<file path="src/rtl/dds_ctrl_pkg.sv">
// Shared definitions for the DDS sweep controller: default widths, the
// sequencer state encoding and the clamped step helpers.
package dds_ctrl_pkg;

  localparam int DEF_PAW     = 26;
  localparam int DEF_DWELL_W = 16;

  // Helpers work on 64-bit zero-extended operands so that one definition
  // serves any accumulator width up to 62 bits without losing the carry.
  localparam int HW = 64;

  typedef enum logic [1:0] {
    IDLE = 2'd0,
    UP   = 2'd1,
    DOWN = 2'd2,
    DONE = 2'd3
  } state_t;

  // Upward step that never passes the stop word. A carry out of the
  // accumulator width always lands at or above stop, so it clamps too.
  function automatic logic [HW-1:0] clamp_add(input logic [HW-1:0] word,
                                              input logic [HW-1:0] step,
                                              input logic [HW-1:0] stop);
    logic [HW-1:0] sum;
    sum = word + step;
    if (step == '0 || sum >= stop) return stop;
    return sum;
  endfunction

  // Downward step that never passes the floor word; underflow clamps.
  function automatic logic [HW-1:0] clamp_sub(input logic [HW-1:0] word,
                                              input logic [HW-1:0] step,
                                              input logic [HW-1:0] floor);
    if (step == '0 || step > word) return floor;
    if (word - step <= floor) return floor;
    return word - step;
  endfunction

endpackage

</file>
<file path="src/rtl/dds_sweep_ctrl_if.sv">
// Host-side bundle of the sweep controller: configuration, start/abort
// handshake and the word/status outputs. master = host, slave = controller.
interface dds_sweep_ctrl_if
  import dds_ctrl_pkg::*;
#(
  parameter int PAW     = DEF_PAW,
  parameter int DWELL_W = DEF_DWELL_W
);
  logic               i_start;
  logic               i_abort;
  logic [PAW-1:0]     i_start_word;
  logic [PAW-1:0]     i_stop_word;
  logic [PAW-1:0]     i_step_word;
  logic [DWELL_W-1:0] i_dwell_cycles;
  logic               i_continuous;
  logic               i_triangle;
  logic [PAW-1:0]     o_dds_phase_accumulator_word;
  logic               o_step_strobe;
  logic               o_busy;
  logic               o_done;

  modport master (
    output i_start, i_abort, i_start_word, i_stop_word, i_step_word,
           i_dwell_cycles, i_continuous, i_triangle,
    input  o_dds_phase_accumulator_word, o_step_strobe, o_busy, o_done
  );

  modport slave (
    input  i_start, i_abort, i_start_word, i_stop_word, i_step_word,
           i_dwell_cycles, i_continuous, i_triangle,
    output o_dds_phase_accumulator_word, o_step_strobe, o_busy, o_done
  );
endinterface

</file>
<file path="src/rtl/dds_dwell_timer.sv">
// Dwell down-counter. A load of N starts a run whose expire pulse appears
// N cycles later on the combinational output (N=0 expires in the very next
// cycle), so the owner can load the next word on the same edge.
module dds_dwell_timer
  import dds_ctrl_pkg::*;
#(
  parameter int DWELL_W = DEF_DWELL_W
) (
  input  logic               clk,
  input  logic               rst,
  input  logic               load,
  input  logic [DWELL_W-1:0] load_val,
  input  logic               clear,
  output logic               expire
);

  logic [DWELL_W-1:0] cnt;
  logic               active;

  assign expire = active && (cnt == '0);

  // Count down while active; stop after expiring unless reloaded.
  always_ff @(posedge clk or posedge rst) begin
    if (rst) begin
      cnt    <= '0;
      active <= 1'b0;
    end else if (clear) begin
      active <= 1'b0;
    end else if (load) begin
      cnt    <= load_val;
      active <= 1'b1;
    end else if (active) begin
      if (cnt == '0) active <= 1'b0;
      else           cnt    <= cnt - 1'b1;
    end
  end

endmodule

</file>
<file path="src/rtl/dds_sweep_ctrl.sv">
// Linear frequency-sweep sequencer driving the DDS phase accumulator word.
// Optional triangle (up/down) sweep is enabled by defining
// DDS_SWEEP_TRIANGLE_EN; without it only the sawtooth sweep exists.
module dds_sweep_ctrl
  import dds_ctrl_pkg::*;
#(
  parameter int PAW     = DEF_PAW,
  parameter int DWELL_W = DEF_DWELL_W
) (
  input  logic            i_sys_clk,
  input  logic            i_sys_rst,
  dds_sweep_ctrl_if.slave bus
);

  state_t             state;
  logic [PAW-1:0]     word;
  logic [PAW-1:0]     lo_q;
  logic [PAW-1:0]     stop_q;
  logic [PAW-1:0]     step_q;
  logic [DWELL_W-1:0] dwell_q;
  logic               cont_q;
  logic               strobe;
  logic               busy;
  logic               done;
`ifdef DDS_SWEEP_TRIANGLE_EN
  logic               tri_q;
`else
  logic               unused_triangle;
  assign unused_triangle = bus.i_triangle;
`endif

  logic               sweeping;
  logic               start_go;
  logic [PAW-1:0]     start_lo;
  logic [PAW-1:0]     up_next;
  logic [PAW-1:0]     dn_next;
  logic [DWELL_W-1:0] dwell_src;
  logic [DWELL_W-1:0] tmr_val;
  logic               tmr_load;
  logic               tmr_expire;

  assign bus.o_dds_phase_accumulator_word = word;
  assign bus.o_step_strobe                = strobe;
  assign bus.o_busy                       = busy;
  assign bus.o_done                       = done;

  // Next-word candidates and dwell timer control.
  always_comb begin
    sweeping  = (state == UP) || (state == DOWN);
    start_go  = (state == IDLE) && bus.i_start && !bus.i_abort;
    // A start word above stop collapses the sweep onto the stop word.
    start_lo  = (bus.i_start_word < bus.i_stop_word) ? bus.i_start_word
                                                     : bus.i_stop_word;
    up_next   = PAW'(clamp_add(HW'(word), HW'(step_q), HW'(stop_q)));
    dn_next   = PAW'(clamp_sub(HW'(word), HW'(step_q), HW'(lo_q)));
    // The first load uses the live input; later reloads use the latched copy.
    dwell_src = (state == IDLE) ? bus.i_dwell_cycles : dwell_q;
    tmr_val   = (dwell_src == '0) ? '0 : dwell_src - 1'b1;
    tmr_load  = start_go || (sweeping && tmr_expire && !bus.i_abort);
  end

  dds_dwell_timer #(.DWELL_W(DWELL_W)) u_dwell (
    .clk      (i_sys_clk),
    .rst      (i_sys_rst),
    .load     (tmr_load),
    .load_val (tmr_val),
    .clear    (bus.i_abort),
    .expire   (tmr_expire)
  );

  // Sweep sequencer: state, latched configuration and registered outputs.
  always_ff @(posedge i_sys_clk or posedge i_sys_rst) begin
    if (i_sys_rst) begin
      state   <= IDLE;
      word    <= '0;
      lo_q    <= '0;
      stop_q  <= '0;
      step_q  <= '0;
      dwell_q <= '0;
      cont_q  <= 1'b0;
      strobe  <= 1'b0;
      busy    <= 1'b0;
      done    <= 1'b0;
`ifdef DDS_SWEEP_TRIANGLE_EN
      tri_q   <= 1'b0;
`endif
    end else begin
      strobe <= 1'b0;
      done   <= 1'b0;
      case (state)
        IDLE: begin
          if (start_go) begin
            lo_q    <= start_lo;
            stop_q  <= bus.i_stop_word;
            step_q  <= bus.i_step_word;
            dwell_q <= bus.i_dwell_cycles;
            cont_q  <= bus.i_continuous;
`ifdef DDS_SWEEP_TRIANGLE_EN
            tri_q   <= bus.i_triangle;
`endif
            word    <= start_lo;
            strobe  <= 1'b1;
            busy    <= 1'b1;
            state   <= UP;
          end
        end

        UP: begin
          if (bus.i_abort) begin
            busy  <= 1'b0;
            state <= IDLE;
          end else if (tmr_expire) begin
            if (word == stop_q) begin
`ifdef DDS_SWEEP_TRIANGLE_EN
              if (tri_q) begin
                word   <= dn_next;
                strobe <= 1'b1;
                state  <= DOWN;
              end else
`endif
              if (cont_q) begin
                word   <= lo_q;
                strobe <= 1'b1;
              end else begin
                busy  <= 1'b0;
                done  <= 1'b1;
                state <= DONE;
              end
            end else begin
              word   <= up_next;
              strobe <= 1'b1;
            end
          end
        end

        DOWN: begin
`ifdef DDS_SWEEP_TRIANGLE_EN
          if (bus.i_abort) begin
            busy  <= 1'b0;
            state <= IDLE;
          end else if (tmr_expire) begin
            if (word == lo_q) begin
              if (cont_q) begin
                // Turn around without repeating the start word.
                word   <= up_next;
                strobe <= 1'b1;
                state  <= UP;
              end else begin
                busy  <= 1'b0;
                done  <= 1'b1;
                state <= DONE;
              end
            end else begin
              word   <= dn_next;
              strobe <= 1'b1;
            end
          end
`else
          // Unreachable without the triangle option.
          busy  <= 1'b0;
          state <= IDLE;
`endif
        end

        DONE: begin
          state <= IDLE;
        end

        default: begin
          busy  <= 1'b0;
          state <= IDLE;
        end
      endcase
    end
  end

endmodule

</file>
<file path="src/flat_wrapper.sv">
// flat-port wrapper written by rule: the top's interface ports become plain ports
module dds_sweep_ctrl_flat import dds_ctrl_pkg::*;
#(
  parameter int PAW     = DEF_PAW,
  parameter int DWELL_W = DEF_DWELL_W
)
  (i_sys_clk, i_sys_rst, bus_i_start, bus_i_abort, bus_i_start_word, bus_i_stop_word, bus_i_step_word, bus_i_dwell_cycles, bus_i_continuous, bus_i_triangle, bus_o_dds_phase_accumulator_word, bus_o_step_strobe, bus_o_busy, bus_o_done);
  dds_sweep_ctrl_if #(.PAW(PAW), .DWELL_W(DWELL_W)) bus_i ();
  input  logic i_sys_clk;
  input  logic i_sys_rst;
  input wire logic [$bits(bus_i.i_start)-1:0] bus_i_start;
  input wire logic [$bits(bus_i.i_abort)-1:0] bus_i_abort;
  input wire logic [$bits(bus_i.i_start_word)-1:0] bus_i_start_word;
  input wire logic [$bits(bus_i.i_stop_word)-1:0] bus_i_stop_word;
  input wire logic [$bits(bus_i.i_step_word)-1:0] bus_i_step_word;
  input wire logic [$bits(bus_i.i_dwell_cycles)-1:0] bus_i_dwell_cycles;
  input wire logic [$bits(bus_i.i_continuous)-1:0] bus_i_continuous;
  input wire logic [$bits(bus_i.i_triangle)-1:0] bus_i_triangle;
  output wire logic [$bits(bus_i.o_dds_phase_accumulator_word)-1:0] bus_o_dds_phase_accumulator_word;
  output wire logic [$bits(bus_i.o_step_strobe)-1:0] bus_o_step_strobe;
  output wire logic [$bits(bus_i.o_busy)-1:0] bus_o_busy;
  output wire logic [$bits(bus_i.o_done)-1:0] bus_o_done;
  assign bus_i.i_start = bus_i_start;
  assign bus_i.i_abort = bus_i_abort;
  assign bus_i.i_start_word = bus_i_start_word;
  assign bus_i.i_stop_word = bus_i_stop_word;
  assign bus_i.i_step_word = bus_i_step_word;
  assign bus_i.i_dwell_cycles = bus_i_dwell_cycles;
  assign bus_i.i_continuous = bus_i_continuous;
  assign bus_i.i_triangle = bus_i_triangle;
  assign bus_o_dds_phase_accumulator_word = bus_i.o_dds_phase_accumulator_word;
  assign bus_o_step_strobe = bus_i.o_step_strobe;
  assign bus_o_busy = bus_i.o_busy;
  assign bus_o_done = bus_i.o_done;
  dds_sweep_ctrl #(.PAW(PAW), .DWELL_W(DWELL_W)) u_core (.i_sys_clk(i_sys_clk), .i_sys_rst(i_sys_rst), .bus(bus_i));
endmodule
</file>
<file path="config.mk">
export PLATFORM = sky130hd
export DESIGN_NAME = dds_sweep_ctrl_flat
export DESIGN_NICKNAME = d
export VERILOG_FILES = /design/src/rtl/dds_ctrl_pkg.sv /design/src/rtl/dds_sweep_ctrl_if.sv /design/src/rtl/dds_dwell_timer.sv /design/src/rtl/dds_sweep_ctrl.sv /design/src/flat_wrapper.sv
export SDC_FILE = /design/constraint.sdc
export NUM_CORES = 1
export LEC_CHECK = 0
export CAP_MARGIN = 20
export CORE_MARGIN = 3
export CORE_UTILIZATION = 60
export CTS_CLUSTER_DIAMETER = 200
export DETAILED_ROUTE_END_ITERATION = 6
export GPL_TIMING_DRIVEN = 0
export PLACE_DENSITY = 0.82
export SLEW_MARGIN = 10
export SYNTH_ARGS = -nofsm -noshare
export SYNTH_HDL_FRONTEND = slang
export SYNTH_SLANG_ARGS = --single-unit
</file>
<file path="constraint.sdc">
create_clock -name i_sys_clk -period 14.2 [get_ports i_sys_clk]
set_clock_uncertainty 0.2 [all_clocks]
set_input_delay 2.13 -clock i_sys_clk [delete_from_list [all_inputs] [get_ports i_sys_clk]]
set_output_delay 2.13 -clock i_sys_clk [all_outputs]
set_load 0.005 [all_outputs]
</file>
Yosys cells after proc, flatten, opt, wreduce, memory -nomap -nowiden. Index checks and enable logic that the tools add are counted.

Register bits: 143. Bits of input ports: 100. Output and inout bits: 29. Word-level logic and storage cells: 94.

$add $sub $neg: 3. $lt $le $gt $ge: 2. Equality and inequality tests: 12. Mux-type cells: 42. Bitwise gates (word level): 1. Reductions and logical operators: 22.

Operators by type and width (number): $mux W26 (8); $mux W16 (5); $pmux W26 S2 (1); $logic_not A16 Y1 (2); $sub A16 B1 Y16 const B (2); $add A26 B26 Y27 (1); $ge A27 B26 Y1 (1); $eq A26 B26 Y1 (1); $logic_not A26 Y1 (1); $lt A26 B26 Y1 (1); $mux W1 (20); $mux W2 (5); $reduce_and A5 Y1 (2); $ne A2 B1 Y1 const B (3); $ne A3 B2 Y1 const B (2); $ne A3 B3 Y1 const B (2); $pmux W2 S3 (1); $logic_and A1 B1 Y1 (5); $eq A2 B2 Y1 const B (2); $reduce_and A4 Y1 (1); $reduce_bool A2 Y1 (2); $logic_or A1 B1 Y1 (3); $pmux W1 S3 (1); $reduce_and A3 Y1 (1); 9 further kinds (9).

Logic depth before layout (Yosys ltp). Gate-level depths: netlist (run 1).

Depth in word-level cells: 9. Gate-level depth with buffers: 20.

Cells and area by module. Synthesis (run 1) repeated with hierarchy kept, for this count alone.

Cell total of the unflattened synthesis: 1247. Area total of the unflattened synthesis: 10766.6 µm².

By module, submodules not included: dds_sweep_ctrl (times used 1, cells each 1109, area an instance 9574.2 µm², sequential area each 3153.0 µm²); dds_dwell_timer (times used 1, cells each 138, area an instance 1192.4 µm², sequential area each 425.4 µm²).

Worst setup path after synthesis (run 1). No wires, ideal clock.

Path kind: input -> register. Start point: input bus_i_stop_word[21]. End point: register u_core.word[2] (netlist: u_core.bus.o_dds_phase_accumulator_word[2]). Library setup time: 0.126 ns. Arrival time: 4.506 ns. Required time: 13.874 ns. Slack: 9.368 ns. Cell stages on the path: 12. Path buffers: 2. Cell sequence: inv_1 ha_1 a21o_1 a221oi_1 o22ai_1 a211o_1 a31o_2 buf_2 buf_1 mux2i_1 o211ai_1 o32a_1.

Longest elaborated chain between the ends: 4.

Ends and longest elaborated chain: from (decl) (line flat_wrapper.sv:14) `input wire logic [$bits(bus_i.i_stop_word)-1:0] bus_i_stop_word;`; $lt A26 B26 Y1 (line dds_sweep_ctrl.sv:52) `start_lo = (bus.i_start_word < bus.i_stop_word) ? bus.i_start_word`; $mux W26 (line dds_sweep_ctrl.sv:52); $mux W26 (line dds_sweep_ctrl.sv:92) `if (start_go) begin`; $pmux W26 S2 (line dds_sweep_ctrl.sv:90) `case (state)`; to (signal assigned) (line dds_sweep_ctrl.sv:101) `word <= start_lo;`; to (signal assigned) (line dds_sweep_ctrl.sv:122) `word <= lo_q;`; to (signal assigned) (line dds_sweep_ctrl.sv:130) `word <= up_next;`; to (decl) (line dds_sweep_ctrl.sv:16) `logic [PAW-1:0] word;`.

No other way between the ends. The select of a mux whose other input is x is not followed. A chain may end at the register's enable or synchronous reset.

Worst setup path after layout (run 1).
Start point: register u_core.word[7] (netlist: u_core.bus.o_dds_phase_accumulator_word[7]). End point: register u_core.word[14] (netlist: u_core.bus.o_dds_phase_accumulator_word[14]).

Longest elaborated chain between the ends: 9.

Ends and longest elaborated chain: $add A26 B26 Y27 (line dds_ctrl_pkg.sv:25) `sum = word + step;`; $ge A27 B26 Y1 (line dds_ctrl_pkg.sv:26) `if (step == '0 || sum >= stop) return stop;`; $logic_or A1 B1 Y1 (line dds_ctrl_pkg.sv:26); $mux W1 (line dds_ctrl_pkg.sv:26); $mux W26 (line dds_ctrl_pkg.sv:27) `return sum;`; $mux W26 (line dds_sweep_ctrl.sv:113) `if (word == stop_q) begin`; $mux W26 (line dds_sweep_ctrl.sv:112) `end else if (tmr_expire) begin`; $mux W26 (line dds_sweep_ctrl.sv:109) `if (bus.i_abort) begin`; $pmux W26 S2 (line dds_sweep_ctrl.sv:90).

Several ways; a longest one is shown, not always the timed one. The select of a mux whose other input is x is not followed.

==> impl_results.md, run 1 <==
- WL per Instance: 20.0 um
- Top cell type's share of synthesized area: 34.9%
- LEAKAGE: 5.50 nW
- Most frequent cell after synthesis: dfrtp_1
- Max frequency: 178 MHz
- Total grt overflow: 0
- DP HPWL: 23.1 mm
- Initial detailed-routing violation count: 748
- H-tree Lvls: 4
- Clock Latency Late Sink: 0.44 ns
- Gpl congestion: 0.965
- Die ar.: 0.0187 mm^2
- Final Cell Area: 0.0125 mm^2
- Residual antenna-violating net count after detailed routing: 0
- Crit-path max FO: 10
- Final count of hold timing violations: 0
- Die X: 137 um
- Finished Layout Cells: 1512
- Final Slew Violations: 0
- Main synth FF type: dfrtp_1
- P per Cell Area: 284 mW/mm^2
- CTS Buffer Depth: 2
- CTS hold repair buffers: 0
- CP required: 14.32 ns
- Critical path type: flop to flop
- Detailed-route via count: 9519
- Routed WL: 30.2 mm
- Sequential area share after synthesis: 34.9%
- CTS Buf Count: 17
- Port-buffer cells: 127
- First-pass GRT wire length: 47.6 mm
- Synth area leader: dfrtp_1
- Final setup fails: 0
- Initial core utilization: 61.6%
- Data arrival, critical path: 5.72 ns
- Rel. slew slack: 23.6%
- Worst hold path depth: 2
- Initial antenna violation count: 0
- Mapped Nets: 1316
- Yosys warnings: 0
- Setup bufs post-CTS: 0
- Synth unique cells: 72
- Final Critical Period: 5.61 ns
- Slew @ Worst Pin: 1.14 ns
- Vias in the first global route: 9234
- Placed Cells: 1481
- Die Ht: 137 um
- TritonRoute pass-1 iters: 5
- R2r worst-path depth: 17
- # diodes: 0
- Mean Syn Cell Area: 9.05 um^2
- Clock root buffer: clkbuf_16
- Final Cycle Share: 39.5%
- Startpoint Class: flop
- #FFs+latches synth: 143
- Tot GR Track Use: 32.8%
- Layout cell share with drive strength beyond 1: 7.66%
- RSZ-0062 raised after global routing: no
- Post-synth EDFFs: 0
- Core area: 0.0166 mm^2
- Layout area overhead: 21.5%
- Vias per cell: 6.30
- Commonest cells in the netlist: dfrtp_1 (143), nand2_1 (100), o21ai_0 (92), ha_1 (82), inv_1 (69)
- DRC errors left: 0
- Clk slew on worst S/H paths: 0.06 ns
- Endpoint class of the critical path: flop
- Status: completed
- Final nets: 1463
- Mapped Cells: 1133
- Post-Syn Area: 0.0102 mm^2
- Post-route setup TNS: 0 ns
- DP Area: 0.0118 mm^2
- CTS tree: built
- Clock sink count: 143
- VDD IR max: 0.211 mV
- Post_cts resized: 0
- I/O pins: 129
- Rows: 47
- Dominant cells by area after synthesis: dfrtp_1 (35%), ha_1 (10%), mux2_2 (4.9%)
- Max-cap viol count: 0
- Asr flop ratio synth: 100%
- Largest net degree at the start of global routing: 115
- Worst hold path type: flop to flop
-- registers in the layout (all words and copies together), names as in the netlist --
register,flops
u_core.cont_q,1
u_core.stop_q,26
u_core.lo_q,26
u_core.u_dwell.active,1
u_core.step_q,26
u_core.dwell_q,16
u_core.state,2
u_core.bus.o_busy,1
u_core.u_dwell.cnt,16
u_core.bus.o_step_strobe,1
u_core.bus.o_done,1
u_core.bus.o_dds_phase_accumulator_word,26
-- through the flow --
step | hold slack [ns] | utilization [%] | power (mW) | setup slack [ns]
finish | 0.282 | 74.8 | 3.54 | 8.59
global route | 0.303 | 74.8 | 3.81 | 8.38
CTS | 0.284 | 74.8 | 3.50 | 8.69
detailed placement | 0.270 | 71.1 | 2.98 | 8.43
global placement | 0.261 | 70.9 | 2.93 | 5.98
floorplan | 0.245 | - | 2.36 | 8.03
-- cells in the final DEF (no fill, tap or decap), drive strengths merged, types with 8 or more instances in the layout --
cell / n
dfrtp: 143
clkdlybuf4s50: 127
nand2: 100
o21ai: 94
ha: 82
inv: 71
nor2: 64
clkbuf: 60
a21oi: 46
mux2: 45
mux2i: 40
nor3: 40
xor2: 38
nand3: 37
a31oi: 24
xnor2: 23
nor4: 22
a21o: 22
o211a: 14
nand4: 13
buf: 13
o21a: 12
and3: 10
or3: 10
o32a: 9
o211ai: 9
a211oi: 9
nor2b: 8
nor3b: 8
-- where the power goes --
group          total [mW]  internal, mW  switching, mW
Sequential          0.834         0.607          0.228
Combinational        2.22         0.974           1.24
Clock               0.485         0.298          0.186
Total                3.54          1.88           1.66
-- cells by family (layout without fill, tap and decap cells) --
logic type      Yosys count  count (layout)  share of synthesized area (%)
compound gates          298             298                           19.4
flops                   143             143                           34.9
fa+ha+maj                83              83                           10.2
simple gates            339             339                           16.4
xor+xnor                 61              61                           5.21
buf+inv                 124             283                           4.97
mux                      85              85                           8.85
-- final timing paths --
kind | startpoint | to | slack, ns
setup / recovery | u_core.bus.o_dds_phase_accumulator_word[7] | u_core.bus.o_dds_phase_accumulator_word[14] | 8.59
hold / removal | u_core.lo_q[20] | u_core.lo_q[20] | 0.28
setup reg to reg | u_core.bus.o_dds_phase_accumulator_word[7] | u_core.bus.o_dds_phase_accumulator_word[14] | 8.59
hold reg to reg | u_core.lo_q[20] | u_core.lo_q[20] | 0.28
max in group asynchronous | i_sys_rst | u_core.step_q[16] | 11.12
min in group asynchronous | i_sys_rst | u_core.bus.o_busy | 1.85
-- layer usage --
| layer | vias to the layer above | track usage [%] | part of all wire, % |
|---|---|---|---|
| met5 | - | 0 | 0 |
| met4 | 0 | 15.7 | 4.6 |
| met3 | 92 | 6.21 | 6.7 |
| met2 | 422 | 55.4 | 49 |
| met1 | 4571 | 40.4 | 40 |
| li1 | 4434 | - | - |
-- worst max-delay path, cell delays in order, from the launching register on --
cell and delay, ns:
dfrtp_1 0.46, ha_1 0.40, and3_1 0.21, a221o_1 0.44
or4b_4 0.52, o21ai_4 0.25, nor2_1 0.08, a211oi_1 0.36
ha_1 0.21, and4_1 0.24, nand4_1 0.19, a21oi_1 0.26
nor3b_1 0.11, a211oi_1 0.76, nor3_4 0.09, buf_6 0.18
and3_1 0.18, o32a_1 0.33
-- area by class of cell --
| cell class | instances | area, um^2 |
|---|---|---|
| Clock buffer | 18 | 439 |
| Inverter | 70 | 270 |
| Timing Repair Buffer | 128 | 1300 |
| Buffer | 54 | 246 |
| Tap cell | 220 | 275 |
| Multi-Input combinational cell | 866 | 6160 |
| Fill cell | 1241 | 4190 |
| Clock inverter | 13 | 186 |
| Sequential cell | 143 | 3580 |
No activity file was read; power rests on OpenSTA's default activity.
==> run 2, diff against run 1 <==
--- a/config.mk
+++ b/config.mk
@@ -7,11 +7,11 @@
 export LEC_CHECK = 0
 export CAP_MARGIN = 20
 export CORE_MARGIN = 3
-export CORE_UTILIZATION = 60
+export CORE_UTILIZATION = 51
 export CTS_CLUSTER_DIAMETER = 200
 export DETAILED_ROUTE_END_ITERATION = 6
 export GPL_TIMING_DRIVEN = 0
-export PLACE_DENSITY = 0.82
+export PLACE_DENSITY = 0.74
 export SLEW_MARGIN = 10
 export SYNTH_ARGS = -nofsm -noshare
 export SYNTH_HDL_FRONTEND = slang
==> constraint.sdc (replaced) <==
create_clock -name i_sys_clk -period 5 [get_ports i_sys_clk]
set_clock_uncertainty 0.2 [all_clocks]
set_input_delay 0.75 -clock i_sys_clk [delete_from_list [all_inputs] [get_ports i_sys_clk]]
set_output_delay 0.75 -clock i_sys_clk [all_outputs]
set_load 0.005 [all_outputs]
==> impl_results.md, run 2 (synthesis gave the netlist of run 1 again) <==
- Die ar.: 0.0218 mm^2 (+17%)
- Rows: 51 (+8.5%)
- HP Start: u_core.lo_q[12]
- Most frequent cells in the layout: dfrtp_1 (140), clkdlybuf4s50_1 (127), nand2_1 (100)
- Placed Cells: 1526 (+3.0%)
- Multi-input logic area: 0.00626 mm^2 (+1.6%)
- P per Cell Area: 808 mW/mm^2 (+180%)
- VDD IR max: 0.476 mV (+130%)
- Critical path type: flop to flop
- Commonest non-fill, non-tap cell in the layout: dfrtp_1
- Data arrival, critical path: 5.02 ns (-0.70 ns)
- I/O pins: 129 (unchanged)
- Tot GR Track Use: 28.0% (-4.8 points)
- RSZ-0062 raised after global routing: yes
- Gpl congestion: 0.950 (-1.6%)
- CTS hold repair buffers: 0 (unchanged)
- Max frequency: 204 MHz (+14%)
- Worst hold slack: 0.281 ns (-0.000704 ns)
- Clock root buffer: clkbuf_16
- Fillers: 1689 (+36%)
- CP startpoint: u_core.bus.o_dds_phase_accumulator_word[7]
- Clk slew on worst S/H paths: 0.06 ns (about the same)
- Worst hold path depth: 2 (unchanged)
- R2r endpoint: u_core.bus.o_dds_phase_accumulator_word[7]
- Initial detailed-routing violation count: 862 (+15%)
- Endpoint class of the critical path: flop
- Die Ht: 148 um (+8.1%)
- Startpoint Class: flop
- Slew @ Worst Pin: 0.830 ns (-0.307 ns)
- # diodes: 0 (unchanged)
- Port-buffer cells: 127 (unchanged)
- Layout cell share with drive strength beyond 1: 9.67% (+2.0 points)
- Max-cap viol count: 0 (unchanged)
- Final setup fails: 0 (unchanged)
- Clock Latency Late Sink: 0.43 ns (about the same)
- Hold Path End: u_core.lo_q[12]
- Final Slew Violations: 0 (unchanged)
- CTS tree: built
- Final Critical Period: 4.91 ns (-0.696 ns)
- DRC errors left: 0 (unchanged)
- Die X: 148 um (+8.1%)
- CP required: 5.11 ns (-9.21 ns)
- R2r worst-path depth: 18 (+1)
- Initial core utilization: 52.3% (-9.3 points)
- Final count of hold timing violations: 0 (unchanged)
- Detailed-route via count: 9475 (-0.46%)
- Finished Layout Cells: 1568 (+3.7%)
- Status: completed
- Rel. slew slack: 44.7% (+21 points)
- CTS Buffer Depth: 2 (unchanged)
- First-pass GRT wire length: 48.2 mm (+1.4%)
- WL per Instance: 19.6 um (-1.7%)
- Worst hold path type: flop to flop
- Clock sink count: 143 (unchanged)
- H-tree Lvls: 4 (unchanged)
- DP HPWL: 23.9 mm (+3.8%)
- Vias in the first global route: 9162 (-0.78%)
- Vias per cell: 6.04 (-4.0%)
- Flop-to-flop setup slack: 0.09 ns (-8.50 ns)
- CTS Buf Count: 17 (unchanged)
- Final Cycle Share: 98.2% (+59 points)
- Reg2Reg Launch Point: u_core.bus.o_dds_phase_accumulator_word[7]
- Layout area overhead: 23.4%
- Reg area: 0.00358 mm^2 (+0.11%)
- Routed WL: 30.8 mm (+1.9%)
- LEAKAGE: 5.54 nW (+0.60%)
- Initial antenna violation count: 0 (unchanged)
- Largest net degree at the start of global routing: 82 (-29%)
- Crit-path max FO: 10 (unchanged)
- Residual antenna-violating net count after detailed routing: 0 (unchanged)
- Core area: 0.0196 mm^2 (+18%)
- Total grt overflow: 0 (unchanged)
- TritonRoute pass-1 iters: 6 (+1)
- Final nets: 1473 (+0.68%)
==> run 2: cell count changes in the layout (fill, tap and decap cells not counted), moves of 3 or more <==
cell      delta
buf_4        +9
ha_1         -3
dfrtp_2      +3
a211oi_2     +3
ha_4         +3
dfrtp_1      -3
a211oi_1     -3
==> run 2: area by class of cell <==
class | count | share of cell area, %
Tap cell | 265 | 2.62
Sequential cell | 143 | 28.3
Multi-Input combinational cell | 866 | 49.5
Buffer | 54 | 1.96
Clock inverter | 13 | 1.09
Inverter | 70 | 2.14
Clock buffer | 19 | 3.50
Timing Repair Buffer | 138 | 10.9
==> run 2: report_power, final <==
group	internal (mW)	total (mW)	switching, mW
Combinational	2.92	6.56	3.64
Clock	0.748	1.29	0.539
Sequential	1.72	2.38	0.653
Total	5.39	10.2	4.83
==> run 2: worst max path at each step <==
stage | cells past startpoint | endpoint
4_1_cts | 18 | u_core.bus.o_dds_phase_accumulator_word[5]
2_1_floorplan | 1 | u_core.bus.o_busy
5_1_grt | 18 | u_core.bus.o_dds_phase_accumulator_word[5]
6_report | 18 | u_core.bus.o_dds_phase_accumulator_word[7]
3_5_place_dp | 17 | u_core.bus.o_dds_phase_accumulator_word[3]
3_3_place_gp | 2 | u_core.step_q[13]
==> run 2: per-stage QoR <==
stage	util [%]	instance area [um^2]	power, mW	TNS (ns)	worst slack [ns]
after floorplan	-	10200	6.71	0	0.212
after global placement	60.5	11900	8.38	-280.69	-1.91
after detailed placement	60.7	11900	8.53	-10.38	-0.487
after CTS	64.0	12500	9.96	0	0.0238
after global routing	64.6	12600	11.0	-0.220	-0.0437
final	64.6	12600	10.2	0	0.0882
==> run 2: what timing repair did <==
| item | in CTS | in global routing |
|---|---|---|
| endpoints found under the setup margin | 26 | 35 |
| setup buffers | 3 | 6 |
| resized for setup | 7 | 12 |
| pin swaps | 2 | 8 |
==> run 2: routing by layer <==
| layer | wire, um | GRT usage [%] | share of wire [%] | vias to the layer above |
|---|---|---|---|---|
| met5 | 0 | 0 | 0 | - |
| met4 | 1040 | 9.69 | 3.4 | 0 |
| met3 | 2240 | 5.43 | 7.3 | 70 |
| met2 | 15200 | 48.1 | 49 | 376 |
| met1 | 12300 | 35.3 | 40 | 4563 |
| li1 | - | - | - | 4466 |
==> run 2: critical path, cell delays in order, from the launching register on <==
cell,delay [ns]
dfrtp_2,0.46
ha_4,0.28
and3_1,0.18
a221o_1,0.41
a211o_1,0.31
or2_2,0.32
a31oi_1,0.21
xnor2_1,0.12
ha_1,0.31
and4_1,0.22
nand4_1,0.19
nor3_1,0.25
o41ai_1,0.16
a211oi_2,0.25
buf_4,0.18
nor3_4,0.05
buf_6,0.16
and3_1,0.18
o32a_1,0.33
